<file path="config.mk">
export PLATFORM = sky130hd
export DESIGN_NAME = reg_read_arbiter
export DESIGN_NICKNAME = d
export VERILOG_FILES = /design/src/rtl/reg_read_arbiter.sv
export SDC_FILE = /design/constraint.sdc
export NUM_CORES = 1
export LEC_CHECK = 0
export ABC_AREA = 1
export CORE_MARGIN = 10
export CORE_UTILIZATION = 52
export CTS_BUF_LIST = sky130_fd_sc_hd__clkbuf_8
export DETAILED_ROUTE_END_ITERATION = 8
export PLACE_DENSITY = 0.91
export SETUP_SLACK_MARGIN = 0.1
export SYNTH_ARGS = -nofsm -noshare
export SYNTH_HDL_FRONTEND = slang
export SYNTH_SLANG_ARGS = --single-unit
export TNS_END_PERCENT = 5
</file>
<file path="constraint.sdc">
create_clock -name clk_in -period 2.98 [get_ports clk_in]
set_input_delay 0.596 -clock clk_in [delete_from_list [all_inputs] [get_ports clk_in]]
set_output_delay 0.596 -clock clk_in [all_outputs]
set_load 0.005 [all_outputs]
</file>
<file path="src/rtl/reg_read_arbiter.sv">
// Round-robin arbiter that lets the RS (two operands) and the LSB (one operand) share the
// register file's registered read-port pair. Two-stage pipeline with commit-write forwarding.
module reg_read_arbiter #(
  parameter int XLEN    = 32,
  parameter int REG_AW  = 5,
  parameter int RR_INIT = 0
) (
  input  logic              clk_in,
  input  logic              rst_in,
  input  logic              rdy_in,
  input  logic              flush_in,
  input  logic              rs_req,
  input  logic [REG_AW-1:0] rs_rs1,
  input  logic [REG_AW-1:0] rs_rs2,
  output logic              rs_gnt,
  output logic              rs_rsp_valid,
  output logic [XLEN-1:0]   rs_rsp_rs1,
  output logic [XLEN-1:0]   rs_rsp_rs2,
  input  logic              lsb_req,
  input  logic [REG_AW-1:0] lsb_rs1,
  output logic              lsb_gnt,
  output logic              lsb_rsp_valid,
  output logic [XLEN-1:0]   lsb_rsp_rs1,
  output logic              rf_rd_en,
  output logic [REG_AW-1:0] rf_raddr1,
  output logic [REG_AW-1:0] rf_raddr2,
  input  logic [XLEN-1:0]   rf_rdata1,
  input  logic [XLEN-1:0]   rf_rdata2,
  input  logic              wb_en,
  input  logic [REG_AW-1:0] wb_rd,
  input  logic [XLEN-1:0]   wb_data
);

  // last_q = 1 means the LSB was granted most recently
  logic              last_q, last_d;
  logic              s1_vld_q, s1_vld_d, s1_own_q, s1_own_d;
  logic [REG_AW-1:0] s1_a1_q, s1_a1_d, s1_a2_q, s1_a2_d;
  logic              s1_f1v_q, s1_f1v_d, s1_f2v_q, s1_f2v_d;
  logic [XLEN-1:0]   s1_f1d_q, s1_f1d_d, s1_f2d_q, s1_f2d_d;
  logic              s2_vld_q, s2_vld_d, s2_own_q, s2_own_d;
  logic [XLEN-1:0]   rs_rsp1_q, rs_rsp1_d, rs_rsp2_q, rs_rsp2_d;
  logic [XLEN-1:0]   lsb_rsp_q, lsb_rsp_d;
  logic [XLEN-1:0]   op1, op2;
  logic              gate;

  // Priority: x0 is always zero, then this cycle's commit, then the commit seen at grant, then RF.
  function automatic logic [XLEN-1:0] resolve(
    input logic [REG_AW-1:0] a, input logic fv, input logic [XLEN-1:0] fd,
    input logic [XLEN-1:0] rd, input logic we, input logic [REG_AW-1:0] wa,
    input logic [XLEN-1:0] wd);
    if (a == '0)            return '0;
    if (we && (wa == a))    return wd;
    if (fv)                 return fd;
    return rd;
  endfunction

  always_comb begin
    gate    = rdy_in & ~flush_in & rst_in;
    rs_gnt  = 1'b0;
    lsb_gnt = 1'b0;
    if (gate) begin
      if (rs_req && lsb_req) begin
        rs_gnt  = last_q;
        lsb_gnt = ~last_q;
      end else begin
        rs_gnt  = rs_req;
        lsb_gnt = lsb_req;
      end
    end
    rf_rd_en  = rs_gnt | lsb_gnt;
    rf_raddr1 = rs_gnt ? rs_rs1 : (lsb_gnt ? lsb_rs1 : '0);
    rf_raddr2 = rs_gnt ? rs_rs2 : '0;
    last_d    = lsb_gnt ? 1'b1 : (rs_gnt ? 1'b0 : last_q);
  end

  always_comb begin
    op1 = resolve(s1_a1_q, s1_f1v_q, s1_f1d_q, rf_rdata1, wb_en, wb_rd, wb_data);
    op2 = resolve(s1_a2_q, s1_f2v_q, s1_f2d_q, rf_rdata2, wb_en, wb_rd, wb_data);
  end

  always_comb begin
    s1_vld_d  = s1_vld_q;
    s1_own_d  = s1_own_q;
    s1_a1_d   = s1_a1_q;
    s1_a2_d   = s1_a2_q;
    s1_f1v_d  = s1_f1v_q;
    s1_f1d_d  = s1_f1d_q;
    s1_f2v_d  = s1_f2v_q;
    s1_f2d_d  = s1_f2d_q;
    s2_vld_d  = s2_vld_q;
    s2_own_d  = s2_own_q;
    rs_rsp1_d = rs_rsp1_q;
    rs_rsp2_d = rs_rsp2_q;
    lsb_rsp_d = lsb_rsp_q;
    if (flush_in) begin
      s1_vld_d = 1'b0;
      s2_vld_d = 1'b0;
    end else if (rdy_in) begin
      s1_vld_d = rf_rd_en;
      s1_own_d = lsb_gnt;
      s1_a1_d  = rf_raddr1;
      s1_a2_d  = rf_raddr2;
      s1_f1v_d = wb_en && (wb_rd == rf_raddr1) && (rf_raddr1 != '0);
      s1_f2v_d = wb_en && (wb_rd == rf_raddr2) && (rf_raddr2 != '0);
      s1_f1d_d = wb_data;
      s1_f2d_d = wb_data;
      s2_vld_d = s1_vld_q;
      s2_own_d = s1_own_q;
      if (s1_vld_q) begin
        if (s1_own_q) begin
          lsb_rsp_d = op1;
        end else begin
          rs_rsp1_d = op1;
          rs_rsp2_d = op2;
        end
      end
    end
  end

  always_ff @(posedge clk_in or negedge rst_in) begin
    if (!rst_in) begin
      last_q    <= (RR_INIT != 0);
      s1_vld_q  <= 1'b0;
      s1_own_q  <= 1'b0;
      s1_a1_q   <= '0;
      s1_a2_q   <= '0;
      s1_f1v_q  <= 1'b0;
      s1_f1d_q  <= '0;
      s1_f2v_q  <= 1'b0;
      s1_f2d_q  <= '0;
      s2_vld_q  <= 1'b0;
      s2_own_q  <= 1'b0;
      rs_rsp1_q <= '0;
      rs_rsp2_q <= '0;
      lsb_rsp_q <= '0;
    end else begin
      last_q    <= last_d;
      s1_vld_q  <= s1_vld_d;
      s1_own_q  <= s1_own_d;
      s1_a1_q   <= s1_a1_d;
      s1_a2_q   <= s1_a2_d;
      s1_f1v_q  <= s1_f1v_d;
      s1_f1d_q  <= s1_f1d_d;
      s1_f2v_q  <= s1_f2v_d;
      s1_f2d_q  <= s1_f2d_d;
      s2_vld_q  <= s2_vld_d;
      s2_own_q  <= s2_own_d;
      rs_rsp1_q <= rs_rsp1_d;
      rs_rsp2_q <= rs_rsp2_d;
      lsb_rsp_q <= lsb_rsp_d;
    end
  end

  // A stalled response stays in S2 and pulses once rdy_in returns
  assign rs_rsp_valid  = s2_vld_q & ~s2_own_q & rdy_in;
  assign lsb_rsp_valid = s2_vld_q & s2_own_q & rdy_in;
  assign rs_rsp_rs1    = rs_rsp1_q;
  assign rs_rsp_rs2    = rs_rsp2_q;
  assign lsb_rsp_rs1   = lsb_rsp_q;

endmodule
</file>
==> results.md, run 1 <==
- Syn Area/Cell: 7.97 µm²
- Hold crit path type: in2async
- # rows: 43
- Post-route insts no fill: 1349
- Warnings, synthesis: 0
- Gate Count Post-Synth: 937
- Max Slew Vio Count: 0
- Setup Skew: 0.0128 ns
- Worst-Skew Late Latency: 0.45 ns
- # Max-Cap Violations: 0
- Multi-input gate area in the final layout: 0.00348 mm²
- Post-synthesis cell type count: 26
- Total track usage: 26.6%
- Path type of the worst setup path: in2out
- Number of synthesized register bits: 145
- Minimum clock period: 2.85 ns
- Fill cells: 1011
- Design Power: 5890 µW
- Critical Path Source Type: input pin
- DP HPWL: 18900 µm
- Req. time, crit path: 2.38 ns
- Die height: 140 µm
- Layout cell share with drive strength beyond 1: 9.17%
- Max FO, Critical Path: 12
- Hold Fails Final Rpt: 0
- Critical path's most frequent cell: clkdlybuf4s50_1
- CTS root buf: clkbuf_8
- Detailed Route Iter0 Violations: 630
- TritonCTS Buffers: 17
- Routed vias: 7755
- Sequential fraction of the synthesis area: 48.6%
- RSZ-0062 raised after global routing: yes
- Worst-path cell chain: clkdlybuf4s50_1 > nand2_2 > nor2_4 > buf_6 > nand3_1 > nand2_1 > clkdlybuf4s50_1
- RR Startpoint: s1_f1v_q$_DFFE_PN0N_
- Worst path bufs/invs: 3
- Max incr delay on CP: 0.53 ns
- H-Tree Depth: 4
- Post-synth net total: 1060
- Vias in the first global route: 7743
- Post-CTS Hold Buffers: 0
- Final Setup Violations: 0
- Congestion Overflow GR: 0
- Via/cell ratio: 5.75
- Mapped cell area: 0.00747 mm²
- Max transition margin: 21.2%
- Leak: 0.00508 µW
- Avg WL per Cell: 19.9 µm
- Crit path launch: rdy_in
- Antenna-violating nets left: 0
- Clock sinks: 145
- Worst VDD drop: 0.000371 V
- Worst Max-Slew Pin Slew: 1.18 ns
- First-pass GRT wire length: 42100 µm
- Ports: 234
- Layout area overhead: 39.6%
- CP max-delay cell: clkdlybuf4s50_1
- Fmax: 351 MHz
- CTS Buffer Depth: 2
- Placed Cells: 1316
- RD Place Congestion: 0.929
- # DRC: 0
- First drt pass iteration count: 6
- Status: completed
- Die width: 140 µm
- Clock slew at reported path FFs: 0.08 ns
- Initial Utilization: 53.4%
- Crit path DAT: 2.26 ns
- IO buf count: 233
- Total negative slack: 0 ns
- CTS tree: built
- Initial antenna violation count: 2
- Worst Setup End Kind: primary output
- Largest net degree at the start of global routing: 75
- Delay-heaviest family, CP: buffers and inverters
- Area of the die: 0.0196 mm²
- Reg area: 0.00363 mm²
- Period utilisation layout: 95.7%
- Fin nets: 1278
- Layout Utilization: 74.6%
- Power Density: 564 mW/mm²
- Core area: 0.0140 mm²
- Routed WL: 26900 µm
==> worst register-to-register path, cell delays in order (launching register included) <==
cell and delay (ns):
dfrtp_1 0.86, buf_12 0.26, mux2_2 0.35, nand2_1 0.06, nand2_1 0.15, nand3_1 0.12
nand2_1 0.08
==> flip-flops by register name, summed over array words and instances (netlist names) <==
signal       count
rs_rsp_rs1      32
s1_a2_q          5
s1_f1v_q         1
last_q           1
s1_own_q         1
s2_vld_q         1
s1_f2v_q         1
rs_rsp_rs2      32
lsb_rsp_rs1     32
s1_f2d_q        32
s1_vld_q         1
s2_own_q         1
s1_a1_q          5
==> final timing paths <==
path	end	slack [ns]	cells past startpoint
max in group asynchronous	rs_rsp_rs1[19]$_DFFE_PN0P_	1.93	2
worst max register to register	lsb_rsp_rs1[15]$_DFFE_PN0P_	0.98	6
min in group clk_in	rs_rsp_rs1[9]$_DFFE_PN0P_	0.48	2
worst min-delay path	rs_rsp_rs2[31]$_DFFE_PN0P_	0.36	2
worst min register to register	rs_rsp_rs1[9]$_DFFE_PN0P_	0.48	2
worst max-delay path	rf_raddr1[0]	0.13	7
==> kinds of logic (layout without fill, tap and decap cells) <==
logic type / after synthesis / after routing / synth area share (%)
mux: 64 / 64 / 9.11
simple gates: 539 / 539 / 30.4
buf+inv: 95 / 325 / 5.23
other cells: 0 / 2 / 0
compound gates: 94 / 94 / 6.73
flops: 145 / 145 / 48.6
==> routing by layer <==
layer	vias up	global-route usage, %	part of all wire [%]
li1	3534	-	-
met1	3661	31.0	37
met2	473	43.1	47
met3	87	8.91	12
met4	0	12.7	4.2
met5	-	0	0
==> power by group <==
part / internal, µW / leakage [µW] / total (µW) / switching [µW]
logic: 934 / 0.00298 / 1720 / 788
registers: 2350 / 0.00189 / 2620 / 263
clock network: 798 / 0.000205 / 1550 / 749
==> cell usage after synthesis <==
library cell    n  area [µm²]
nand3_2         2        20.0
inv_2           4        15.0
clkinv_1        1        3.75
nand4_1        34         213
buf_4           1        7.51
o21ai_1        32         160
nor2_1         17        63.8
a21oi_2         1        8.76
nand3_1        84         420
nor2_2          3        18.8
a21boi_2        1        11.3
nand2_2         2        12.5
nand2_1       391        1470
buf_1           2        7.51
a21oi_1        35         175
o21ai_0        13        65.1
nor3_4          2        32.5
mux2i_1        32         320
inv_1          31         116
buf_2          24         120
nor3_1          4        20.0
dfrtp_1       145        3630
o22ai_1         6        37.5
clkbuf_1       32         120
mux2_2         32         360
o211ai_1        6        45.0
==> metrics by stage <==
stage	cell area (µm²)	setup slack [ns]	hold WS [ns]
3_5_place_dp	10000	0.0132	0.464
5_1_grt	10400	0.0560	0.450
6_report	10400	0.127	0.361
4_1_cts	10400	0.0774	0.408
3_3_place_gp	10000	0.0883	0.462
2_1_floorplan	7470	1.09	0.300
==> cell usage in the layout, fill, tap and decap left out, types with 4 or more instances in the layout <==
cell             instances
mux2_2                  32
nand4_1                 34
mux2i_1                 32
nand3_1                 83
a21oi_1                 35
nor2_1                  16
nor3_1                   4
clkbuf_8                20
dfrtp_1                144
o21ai_1                 31
o21ai_0                 13
clkdlybuf4s50_1        231
inv_1                   32
clkinv_2                 5
o211ai_1                 6
nand2_1                391
o22ai_1                  6
buf_4                   21
inv_2                    4
==> final cells by class <==
| class | instances | share of cell area, % |
|---|---|---|
| flip-flops and latches | 145 | 34.8 |
| multi-input cells | 697 | 33.4 |
| repair buffers | 258 | 24.6 |
| clock buffers | 20 | 2.64 |
| well taps | 180 | 2.16 |
| inverters | 36 | 1.30 |
| clock inverters | 11 | 1.09 |
| diodes | 2 | 0.0480 |
==> repair_timing <==
item | 4_1_cts | 5_1_grt
hold endpoints to repair | 0 | 0
endpoints found under the setup margin | 7 | 12
pin swaps | 0 | 0
resized for setup | 1 | 3
buffers inserted | 0 | 0
Power figures use the tool's default switching activity.
==> run 2, diff against run 1 <==
--- a/config.mk
+++ b/config.mk
@@ -9,9 +9,10 @@
 export CORE_MARGIN = 10
 export CORE_UTILIZATION = 52
 export CTS_BUF_LIST = sky130_fd_sc_hd__clkbuf_8
+export CTS_CLUSTER_SIZE = 20
 export DETAILED_ROUTE_END_ITERATION = 8
 export PLACE_DENSITY = 0.91
-export SETUP_SLACK_MARGIN = 0.1
+export SETUP_SLACK_MARGIN = 0.4
 export SYNTH_ARGS = -nofsm -noshare
 export SYNTH_HDL_FRONTEND = slang
 export SYNTH_SLANG_ARGS = --single-unit
==> results.md, run 2 (same netlist as run 1, synthesis figures left out) <==
- Critical R2R Capture: lsb_rsp_rs1[15]$_DFFE_PN0P_
- Path depth of the worst reg2reg path: 6 (unchanged)
- Switching portion of total power: 30.6% (about the same)
- P_sw: 1800 µW (about the same)
- Worst VDD drop: 0.000370 V (-0.25%)
- Power Density: 564 mW/mm² (about the same)
- Multi-input gate area in the final layout: 0.00348 mm² (unchanged)
- Final Setup Violations: 0 (unchanged)
- RD Place Congestion: 0.929 (unchanged)
- Worst-Skew Late Latency: 0.45 ns (about the same)
- CTS tree: built
- Largest net degree at the start of global routing: 75 (unchanged)
- RR Startpoint: s1_f1v_q$_DFFE_PN0N_
- Die width: 140 µm (unchanged)
- Max transition margin: 21.6% (+0.38 points)
- Hold Fails Final Rpt: 0 (unchanged)
- Post-route insts no fill: 1349 (unchanged)
- TritonCTS Buffers: 17 (unchanged)
- Initial Utilization: 53.4% (unchanged)
- Layout cell share with drive strength beyond 1: 9.17% (unchanged)
- Worst Max-Slew Pin Slew: 1.18 ns (-0.00568 ns)
- Total negative slack: 0 ns (unchanged)
- Worst Setup End Kind: primary output
- Minimum clock period: 2.85 ns (-0.00512 ns)
- Status: completed
- R2r setup slk: 0.97 ns (about the same)
- Die height: 140 µm (unchanged)
- Clock slew at reported path FFs: 0.08 ns (about the same)
- CTS root buf: clkbuf_8
- Layout area overhead: 39.6% (about the same)
- # rows: 43 (unchanged)
- Routed WL: 26900 µm (+0.26%)
- Setup Skew: 0.0111 ns (-0.00170 ns)
- Hold crit path type: in2async
- Req. time, crit path: 2.38 ns (about the same)
- CTS Buffer Depth: 2 (unchanged)
- Reg area: 0.00363 mm² (unchanged)
- Placed Cells: 1316 (unchanged)
- # Max-Cap Violations: 0 (unchanged)
- Most frequent cells in the layout: 391 x nand2_1, 230 x clkdlybuf4s50_1, 144 x dfrtp_1
- Routed vias: 7773 (+0.23%)
- Initial antenna violation count: 2 (unchanged)
- RSZ-0062 raised after global routing: yes
- Fmax: 351 MHz (+0.18%)
- Via/cell ratio: 5.76 (+0.23%)
- Leak: 0.00509 µW (about the same)
- Path type of the worst setup path: in2out
- IO buf count: 233 (unchanged)
- Area of the die: 0.0196 mm² (unchanged)
- Clk pwr share: 26.3% (about the same)
- First-pass GRT wire length: 42100 µm (about the same)
- Seq pwr share: 44.4% (about the same)
- Busiest grt layer: met2
- Avg WL per Cell: 20.0 µm (+0.26%)
- Fill cells: 1013 (+0.20%)
- Max FO, Critical Path: 12 (unchanged)
- Clock sinks: 145 (unchanged)
- Fin nets: 1278 (unchanged)
- DP HPWL: 18900 µm (unchanged)
- GR met1 Demand/Resource: 31.1% (+0.042 points)
- Logic pwr share: 29.3% (about the same)
- Ports: 234 (unchanged)
- Antenna-violating nets left: 0 (unchanged)
- Crit path DAT: 2.25 ns (about the same)
- Core area: 0.0140 mm² (unchanged)
- Met3 Use GR: 8.88% (-0.034 points)
- # DRC: 0 (unchanged)
- First drt pass iteration count: 9 (+3)
- Met2 Use GR: 43.1% (+0.049 points)
- # Post-CTS Setup Buffers: 0 (unchanged)
- Period utilisation layout: 95.6% (-0.17 points)
- Vias in the first global route: 7762 (+0.25%)
- Congestion Overflow GR: 0 (unchanged)
- Critical Path Source Type: input pin
- H-Tree Depth: 4 (unchanged)
- Int Pwr: 4090 µW (about the same)
- Detailed Route Iter0 Violations: 653 (+3.7%)
- Max Slew Vio Count: 0 (unchanged)
- Commonest non-fill, non-tap cell in the layout: nand2_1
- Total track usage: 26.6% (about the same)
==> run 2: cell count changes in the layout (fill, tap and decap cells not counted), sizes merged <==
cell,previous run,this run
clkdlybuf4s50,231,230
dlygate4sd2,1,2
==> run 2: per-layer routing <==
metal  vias to the layer above  part of all wire, %
met2                       482                   47
met3                        86                   12
met4                         0                  4.3
met1                      3673                   36
met5                         -                    0
li1                       3532                    -
==> run 2: critical path: stages <==
cell	delay, ns
clkdlybuf4s50_1	0.51
nand2_2	0.09
nor2_4	0.12
buf_6	0.16
nand3_1	0.16
nand2_1	0.10
clkdlybuf4s50_1	0.51
==> run 2: area by class of cell <==
cell class | instances | share of cell area, %
timing repair buffer | 258 | 24.6
multi-input combinational | 697 | 33.4
sequential | 145 | 34.8
tap | 180 | 2.16
inverter | 36 | 1.30
clock buffer | 20 | 2.64
clock inverter | 11 | 1.09
antenna | 2 | 0.0480
==> run 2: through the flow <==
step	hold slack, ns	setup slack [ns]	util, %	total power [µW]	instance area [µm²]
floorplan	0.300	1.09	-	3210	7470
global placement	0.462	0.0883	71.6	4290	10000
detailed placement	0.464	0.0132	71.6	4350	10000
CTS	0.408	0.147	74.5	5900	10400
global route	0.450	0.0597	74.5	6180	10400
finish	0.374	0.132	74.5	5890	10400
==> run 2: power groups by stage <==
stage | combinational (µW) | clock [µW] | sequential (µW)
2_1_floorplan | 595 | 0 | 2620
3_3_place_gp | 1670 | 0 | 2630
3_5_place_dp | 1720 | 0 | 2630
4_1_cts | 1740 | 1560 | 2610
5_1_grt | 1880 | 1640 | 2660
6_report | 1720 | 1550 | 2620
==> run 2: worst max path at each step <==
stage	end	start	cells past startpoint	slack (ns)
finish	rf_raddr1[4]	rdy_in	7	0.13
global route	rf_raddr1[2]	rdy_in	7	0.06
CTS	rf_raddr1[4]	rdy_in	7	0.15
detailed placement	rf_raddr1[3]	rdy_in	7	0.01
global placement	rf_raddr1[3]	rdy_in	7	0.09
floorplan	rf_raddr1[4]	flush_in	6	1.09
==> run 2: timing repair <==
action	CTS	global route
pin swaps	1	0
gates resized for setup	5	0
endpoints found under the hold margin	0	0
hold buffers	0	0
setup endpoints to repair	13	56
==> run 3, diff against run 2 <==
--- a/config.mk
+++ b/config.mk
@@ -16,4 +16,4 @@
 export SYNTH_ARGS = -nofsm -noshare
 export SYNTH_HDL_FRONTEND = slang
 export SYNTH_SLANG_ARGS = --single-unit
-export TNS_END_PERCENT = 5
+export TNS_END_PERCENT = 50
==> results.md, run 3 (same netlist as run 1, synthesis figures left out) <==
- Status: finished with violations
- Failing checks: design-rule violations
- Die width: 140 µm (unchanged)
- Most frequent cells in the layout: 388 x nand2_1, 222 x clkdlybuf4s50_1, 144 x dfrtp_1
- RD Place Congestion: 0.929 (unchanged)
- Congestion Overflow GR: 0 (unchanged)
- H-Tree Depth: 4 (unchanged)
- Max transition margin: 20.8% (-0.78 points)
- Routed vias: 8030 (+3.3%)
- Clock sinks: 145 (unchanged)
- Path type of the worst setup path: in2reg
- Switching portion of total power: 30.9% (+0.32 points)
- Worst Setup End Kind: flip-flop
- # DRC: 2 (+2)
- Clock slew at reported path FFs: 0.08 ns (about the same)
- Critical path's most frequent cell: buf_4
- Ports: 234 (unchanged)
- First-pass GRT wire length: 42800 µm (+1.7%)
- Layout area overhead: 43.9%
- DP HPWL: 18900 µm (unchanged)
- Place WS: 0.0132 ns (unchanged)
- Via/cell ratio: 5.84 (+1.3%)
- Total track usage: 27.1% (+0.50 points)
- Core area: 0.0140 mm² (unchanged)
- Fin nets: 1304 (+2.0%)
- Power Density: 553 mW/mm² (-2.0%)
- RSZ-0062 raised after global routing: yes
- Initial antenna violation count: 2 (unchanged)
- TritonCTS Buffers: 17 (unchanged)
- Total negative slack: 0 ns (unchanged)
- Hold Fails Final Rpt: 0 (unchanged)
- CTS tree: built
- Max Slew Vio Count: 0 (unchanged)
- Worst-path cell chain: clkdlybuf4s50_1 > a21boi_4 > buf_6 > nand3_4 > nand2_2 > buf_4 > buf_4 > buf_4 > buf_4 > buf_4 > buf_4 > buf_4 > buf_4 > buf_4 > buf_4 > nand2_1 > nand2_1 > nor2_2 > nand3_2 > nand2_1
- Max FO, Critical Path: 4 (-8)
- First drt pass iteration count: 7 (-2)
- CTS Buffer Depth: 2 (unchanged)
- Vias in the first global route: 7921 (+2.0%)
- Antenna-violating nets left: 0 (unchanged)
- Final Setup Violations: 0 (unchanged)
- Area of the die: 0.0196 mm² (unchanged)
- Fmax: 357 MHz (+1.6%)
- IO buf count: 233 (unchanged)
- Logic pwr share: 29.9% (+0.6 points)
- # rows: 43 (unchanged)
- Leak: 0.00534 µW (+4.9%)
- Setup Skew: 0.0127 ns (+0.00165 ns)
- Worst VDD drop: 0.000371 V (+0.22%)
- Max incr delay on CP: 0.45 ns (-0.06 ns)
- Hold_ws: 0.386 ns (+0.0120 ns)
- # Max-Cap Violations: 0 (unchanged)
- Crit path DAT: 3.19 ns (+0.94 ns)
- Req. time, crit path: 3.36 ns (+0.98 ns)
- Minimum clock period: 2.80 ns (-0.0440 ns)
- CTS root buf: clkbuf_8
- Largest net degree at the start of global routing: 75 (unchanged)
- Commonest non-fill, non-tap cell in the layout: nand2_1
- Post-CTS Hold Buffers: 0 (unchanged)
- Layout cell share with drive strength beyond 1: 12.7% (+3.5 points)
- Worst Max-Slew Pin Slew: 1.19 ns (+0.0117 ns)
- Die height: 140 µm (unchanged)
- Int Pwr: 4110 µW (+0.58%)
- Routed WL: 28800 µm (+7.0%)
- Critical Path Source Type: input pin
- PnR worst setup slack: 0.176 ns (+0.0440 ns)
- Detailed Route Iter0 Violations: 715 (+9.5%)
- Avg WL per Cell: 21.0 µm (+4.9%)
- Period utilisation layout: 94.1% (-1.5 points)
- CP max-delay cell: clkdlybuf4s50_1
- P_sw: 1840 µW (+2.1%)
- Clk pwr share: 26.1% (-0.2 points)
- Hold crit path type: in2async
- Seq pwr share: 44.0% (-0.4 points)
- Initial Utilization: 53.4% (unchanged)
- Worst-Skew Late Latency: 0.45 ns (about the same)
[run 3: layer usage]
metal | wire length [µm] | global-route usage (%) | share of wire, % | vias to the layer above
met5 | 0 | 0 | 0 | -
met4 | 1680 | 13.9 | 5.8 | 0
met3 | 3440 | 8.95 | 12 | 120
met2 | 13400 | 43.8 | 47 | 530
met1 | 10300 | 31.5 | 36 | 3795
li1 | - | - | - | 3585
[run 3: worst max-delay path: cells and delay by family]
| kind | cells | cell delay (ns) |
|---|---|---|
| AND/OR/NAND/NOR | 7 | 0.60 |
| buffers and inverters | 12 | 1.80 |
| AO/OA/AOI/OAI | 1 | 0.18 |
[run 3: path summary, 6_finish.rpt]
kind,startpoint,to,slack (ns),cells after the start
min,rst_in,rs_rsp_rs2[31]$_DFFE_PN0P_,0.39,2
min in group clk_in,rs_rsp_rs1[9]$_DFFE_PN0P_,rs_rsp_rs1[9]$_DFFE_PN0P_,0.48,2
max reg2reg,last_q$_DFFE_PN0N_,s1_f1v_q$_DFFE_PN0N_,0.35,20
max in group asynchronous,rst_in,s1_f2d_q[7]$_DFFE_PN0N_,1.93,2
min reg2reg,rs_rsp_rs1[9]$_DFFE_PN0P_,rs_rsp_rs1[9]$_DFFE_PN0P_,0.48,2
max,rs_req,s1_f1v_q$_DFFE_PN0N_,0.18,20
[run 3: timing repair]
action                     CTS  global route
setup endpoints to repair   13            57
gates cloned                 1             0
resized for setup            8            38
pin swaps                    2             9
buffers inserted            12            13
[run 3: layout make-up]
class | instances | area, µm²
inverters | 36 | 135
clock buffers | 20 | 275
clock inverters | 11 | 114
flip-flops and latches | 145 | 3630
fillers | 940 | 3240
well taps | 180 | 225
multi-input cells | 697 | 3580
diodes | 3 | 7.51
repair buffers | 284 | 2790
[run 3: power groups by stage]
| stage | Clock, µW | Combinational, µW | Sequential, µW |
|---|---|---|---|
| floorplan | 0 | 595 | 2620 |
| detailed placement | 0 | 1720 | 2630 |
| finish | 1550 | 1780 | 2620 |
| global placement | 0 | 1670 | 2630 |
| CTS | 1560 | 1740 | 2610 |
| global route | 1640 | 1930 | 2660 |
[run 3: stage by stage]
step | cells | area, µm² | utilization, % | power, µW
floorplan | 937 | 7470 | - | 3210
global placement | 1316 | 10000 | 71.6 | 4290
detailed placement | 1316 | 10000 | 71.6 | 4350
CTS | 1360 | 10500 | 75.2 | 5910
global route | 1375 | 10700 | 76.8 | 6230
finish | 1376 | 10800 | 76.9 | 5950
